===== src/rtl/gray_counter.sv =====
// -----------------------------------------------------------------------------
// gray_counter
//
// Up/down binary counter that also publishes the Gray encoding of its count
// and a one-cycle roll-over pulse. Binary, Gray and wrap are all registered on
// the same rising edge, so gray always equals encode(binary) with no lag and
// no input reaches an output combinationally.
//
// Parameters
//   WIDTH     counter / code width in bits (legal range 2..16)
//
// Ports
//   clk       single clock, rising-edge active
//   rst       synchronous, active-high reset (highest priority)
//   en        count enable: one step per cycle while high
//   up        direction: 1 = increment, 0 = decrement (applies this cycle)
//   load      synchronous load strobe (beats en, loses to rst)
//   load_bin  binary value captured on load
//   binary    registered count in plain binary
//   gray      registered Gray encoding of binary
//   wrap      registered pulse, high for one cycle after an enabled roll-over
// -----------------------------------------------------------------------------
module gray_counter #(
    parameter int WIDTH = 4
) (
    input  logic             clk,
    input  logic             rst,
    input  logic             en,
    input  logic             up,
    input  logic             load,
    input  logic [WIDTH-1:0] load_bin,
    output logic [WIDTH-1:0] binary,
    output logic [WIDTH-1:0] gray,
    output logic             wrap
);

    localparam logic [WIDTH-1:0] ONE      = WIDTH'(1);
    localparam logic [WIDTH-1:0] ALL_ONES = '1;
    localparam logic [WIDTH-1:0] ZERO     = '0;

    logic [WIDTH-1:0] next_bin;
    logic [WIDTH-1:0] next_gray;
    logic             next_wrap;

    // Next-state selection: load > en > hold. Reset is applied in the register
    // block so it overrides everything computed here.
    always_comb begin
        // NOTE: every output of this block gets a default before any branch,
        // so no path leaves a value unassigned and no latch is inferred.
        next_bin  = binary;
        next_wrap = 1'b0;

        if (load) begin
            next_bin = load_bin;
        end else if (en) begin
            if (up) begin
                next_bin  = binary + ONE;
                next_wrap = (binary == ALL_ONES);
            end else begin
                next_bin  = binary - ONE;
                next_wrap = (binary == ZERO);
            end
        end
    end

    // Encode the value about to be registered rather than the current one;
    // that keeps gray aligned with binary on the same edge.
    assign next_gray = next_bin ^ (next_bin >> 1);

    always_ff @(posedge clk) begin
        // NOTE: state registers use non-blocking assignments so every flop
        // samples pre-edge values and simulation matches the synthesized logic.
        if (rst) begin
            binary <= ZERO;
            gray   <= ZERO;
            wrap   <= 1'b0;
        end else begin
            binary <= next_bin;
            gray   <= next_gray;
            wrap   <= next_wrap;
        end
    end

endmodule


===== config.mk =====
export PLATFORM = sky130hd
export DESIGN_NAME = gray_counter
export DESIGN_NICKNAME = d
export VERILOG_FILES = /design/src/rtl/gray_counter.sv
export SDC_FILE = /design/constraint.sdc
export NUM_CORES = 1
export LEC_CHECK = 0
export CORE_AREA = 2 2 39 41
export DETAILED_ROUTE_END_ITERATION = 12
export DIE_AREA = 0 0 41 43
export PLACE_DENSITY = 0.68
export SLEW_MARGIN = 15
export SYNTH_ARGS = -nofsm -noshare
export SYNTH_HDL_FRONTEND = slang
export SYNTH_SLANG_ARGS = --single-unit

===== constraint.sdc =====
create_clock -name clk -period 1.8 [get_ports clk]
set_input_delay 0.27 -clock clk [delete_from_list [all_inputs] [get_ports clk]]
set_output_delay 0.27 -clock clk [all_outputs]
set_load 0.005 [all_outputs]

=== After elaboration in Yosys (flattened, before gate mapping) ===
Cells that the tools add are included.

* $add $sub $neg: 2
* Equal/unequal tests: 1
* Multiplexer cells: 4
* Bitwise operators: 2
* Reduce and logical (&&, ||, !) cells: 2

{| class="wikitable"
|+ Operator list
! kind !! count
|-
| $mux W4 || 3
|-
| $add A4 B1 Y4 const B || 1
|-
| $eq A4 B4 Y1 const B || 1
|-
| $logic_not A4 Y1 || 1
|-
| $sub A4 B1 Y4 const B || 1
|-
| $xor A4 B3 Y4 || 1
|-
| $reduce_or A3 Y1 || 1
|-
| $mux W1 || 1
|-
| $not A1 Y1 || 1
|}

* Register bits: 9
* Output and inout bits: 9
* Word-level logic and storage cells: 14

=== Depth between registers and ports, before layout ===
* Word-level depth: 5
* Mapped depth: 6
* Depth with buffers taken out: 6

=== Worst setup path before layout ===
OpenSTA, ideal clock, no wires.

* Kind: register to register
* From: reg binary[0]
* To: reg gray[1]
* Library setup time: 0.070 ns
* Arrival: 1.627 ns
* Data required time: 1.730 ns
* Slack: 0.103 ns
* Cell stages (with the launch flop): 6
* Cells stage by stage: dfxtp_1 > fa_1 > mux2_2 > mux2i_1 > o21ai_0 > a21oi_1

* Longest elaborated chain between the ends: 5
* Elaborated cells between the ends (all ways): 6
* Those cells by class: add/sub (2); mux (3); bitwise (1)

{| class="wikitable"
|+ RTL lines
! item !! line !! source
|-
| start: declaration || 32 || <nowiki>output logic [WIDTH-1:0] binary,</nowiki>
|-
| start signal: assignment || 78 || <nowiki>binary <= next_bin;</nowiki>
|-
| $sub A4 B1 Y4 / $add A4 B1 Y4 (equally long branches) || 60, 57 ||
|-
| $mux W4 (*) || 56 || <nowiki>if (up) begin</nowiki>
|-
| $mux W4 (*) || 55 || <nowiki>end else if (en) begin</nowiki>
|-
| $mux W4 (*) || 53 || <nowiki>if (load) begin</nowiki>
|-
| $xor A4 B3 Y4 (*) || 68 || <nowiki>assign next_gray = next_bin ^ (next_bin >> 1);</nowiki>
|-
| end signal: assignment || 79 || <nowiki>gray <= next_gray;</nowiki>
|-
| end: declaration || 33 || <nowiki>output logic [WIDTH-1:0] gray,</nowiki>
|}

Mark *: on every way between the ends. The rest lies on a longest branch, timed or not.
A chain may end at the register's enable or synchronous reset.

=== Worst setup path in the final report ===
* From: in up
* To: reg gray[1]

* Longest elaborated chain between the ends: 4

{| class="wikitable"
|+ RTL lines
! item !! line !! source
|-
| start: declaration || 29 || <nowiki>input logic up,</nowiki>
|-
| $mux W4 || 56 ||
|-
| $mux W4 || 55 ||
|-
| $mux W4 || 53 ||
|-
| $xor A4 B3 Y4 || 68 ||
|}

No other way between the ends.

==> results <==
-- how the worst max path moves through the flow --
stage                     slack, ps       from  depth (start not counted)       to
final                           150         up                          7  gray[1]
after CTS                       150         up                          7  gray[1]
after detailed placement       -410         up                          7  gray[1]
after global routing             70  binary[1]                          6  gray[2]
after global placement         -380         up                          7  gray[1]
after floorplan                 100  binary[0]                          5  gray[1]
-- cell usage in the layout (no fill, tap or decap), drive strengths merged --
master / count
ha: 2
xor2: 1
nor3b: 1
inv: 3
mux2: 1
a21o: 1
o21ai: 1
a21oi: 3
a221o: 1
or3: 2
nand4: 1
dfxtp: 8
mux2i: 3
nor4bb: 1
o21bai: 1
a31oi: 1
clkdlybuf4s50: 16
o2bb2ai: 1
nand3b: 1
clkbuf: 3
nand2: 1
a22oi: 1
nand3: 2
fa: 1
a211oi: 1
nor4: 1
dlygate4sd2: 1
or4b: 1
xnor2: 2
nor2: 6
buf: 11
nor4b: 1
-- through the flow --
step	instance area (um2)	power [uW]	std cells	util, %
3_5_place_dp	742	392	94	53.6
6_report	767	526	97	55.4
3_3_place_gp	742	390	94	53.6
5_1_grt	767	563	97	55.4
4_1_cts	767	535	97	55.4
2_1_floorplan	489	297	53	-
-- cell type report --
| cell class | instances | area share, % |
|---|---|---|
| inverter | 3 | 1.47 |
| tap | 16 | 2.61 |
| timing repair buffer | 28 | 32.8 |
| multi-input combinational | 39 | 39.3 |
| sequential | 8 | 20.9 |
| clock buffer | 3 | 2.94 |
-- routing by layer --
metal  wire length, um  GRT usage, %  vias up
met1               541          17.7      233
met4                 0          8.00        0
li1                  -             -      251
met2               534          22.5       15
met5                 0             0        -
met3                68          6.28        0
-- registers in the layout, indices dropped and copies added (netlist names) --
| signal | count |
|---|---|
| binary | 4 |
| gray | 3 |
| wrap | 1 |
-- where the power goes --
part | leakage [uW] | internal, uW | switching, uW
Sequential | 0.0000663 | 195 | 10.7
Combinational | 0.000260 | 113 | 72.7
Clock | 0.0000138 | 76.1 | 58.3
-- logic make-up after synthesis --
kind of cell / Yosys count / share of synthesized area (%)
AO/OA/AOI/OAI: 11 / 15.3
XOR/XNOR: 3 / 5.37
adder cells (fa/ha/maj): 3 / 9.21
buffers and inverters: 6 / 6.39
flip-flops: 8 / 32.7
multiplexers: 4 / 8.44
AND/OR/NAND/NOR: 18 / 22.5
-- worst max-delay path, stage by stage --
cell	delay, ps
dlygate4sd2_1	230
inv_2	60
fa_1	540
mux2_2	150
mux2i_2	90
or3_1	370
a21oi_1	120
==> summary.md <==
| Metric | Value |
|---|---|
| Synthesized area | 489 um2 |
| Reg2reg start | binary[0] |
| Hold buffers post-CTS | 0 |
| Netlist cell types | 31 |
| CTS H-tree depth | 1 |
| TritonCTS buffer count | 3 |
| Hold Path Class | input port to flip-flop |
| Gp weighted congestion | 0.707 |
| Layout cell share with drive strength beyond 1 | 22.2% |
| Post-route DRC | 0 |
| Rel. slew slack | 80.5% |
| CP startpoint kind | input port |
| Fill cells | between 100 and 150 |
| Ys flop type | dfxtp_1 |
| Final worst slack | 152 ps |
| Largest net degree at the start of global routing | 11 |
| Critical path class | input port to flip-flop |
| First-pass GRT wire length | 1.73 mm |
| Antenna violations before repair | 0 |
| Syn Inst Count | 53 |
| Setup violators final | 0 |
| Std-Cell Core Area | between 1000 and 1500 um2 |
| Drt pass-1 iters | 4 |
| Post-synth ARST share | 0% |
| Count of state elements after synthesis | 8 |
| Vias | roughly 500 |
| Drt wl/cell | approximately 12 um |
| Area share of the largest cell type after synthesis | 32.7% |
| Diodes inserted | 0 |
| Count leader, synth | dfxtp_1 |
| Pre-CTS setup slack | -413 ps |
| Post-synth top area cell | dfxtp_1 |
| Avg Cell Area, Syn | 9.23 um2 |
| Clock sink count | 8 |
| R2R Setup Slk | 170 ps |
| Initial Utilization | between 30 and 40% |
| # rows | 14 |
| Top Ports | 18 |
| RSZ-0062 raised after global routing | false |
| Total Die Area | ~1800 um2 |
| Tcrit/Tclk final | 91.6% |
| PwrDens | 686 nW/um2 |
| Synth cell count leaders | 8 x dfxtp_1, 6 x nor2_1, 3 x a21oi_1, 3 x inv_1, 3 x mux2i_1 |
| Via density | ~5 |
| Arrival @ worst endpoint | 1830 ps |
| Least-Margin Pin Slew | 288 ps |
| Global route overflow | 0 |
| WHS Path Cells | 5 |
| Number of synthesized flops with an enable pin | 0 |
| Reg2reg end | gray[1] |
| Final WL | 1.15 mm |
| Crit end category | flip-flop |
| Die height | 43 um |
| Clk slew on worst S/H paths | 50 ps |
| Synth top area cells | dfxtp_1 33%, mux2i_1 6.1%, ha_1 5.1% |
| Fin Setup TNS | 0 ps |
| Final min period | approximately 1600 ps |
| Root Driver | clkbuf_4 |
| Post-CTS resize count | 3 |
| Area growth, synth to finish | 56.8% |
| Max-slew violations | 0 |
| Worst Path Required | around 2000 ps |
| Final ANT Viol Nets | 0 |
| Deepest clock path buffer count | 2 |
| R2R depth | 5 |
| WHS Endpoint | wrap |
| HP Start | up |
| Drt initial violations | 3 |
| Post-layout nets | 95 |
| Clk_lat worst skew | 250 ps |
| Maxcap violations | 0 |
| Final hold vios | 0 |
| IO Port Bufs | 17 |
| Total GRT Usage | 15.2% |
| Sequential cell area | 160 um2 |
| Syn nets | 65 |
| Area occupied by multi-input gates | 302 um2 |
| Worst vdd ir | between 0.4 and 0.5 mV |
| Fmax | 607 MHz |
| Die width | 41 um |
| Vias in the first global route | 421 |
| Fin Hold WS | 670 ps |
| CTS tree | done |
| Clock skew | 1.71 ps |
| Post-DP HPWL | between 800 and 900 um |
| Critical Path Fanout Max | 4 |
| Status | finished, final reports clean |
| Ys Warns | 0 |
| Postcts setup bufs | 0 |
| Sequential share of the synthesized area | 32.7% |
| Pleak | 0.000340 uW |
No activity file was read; power rests on OpenSTA's default activity.
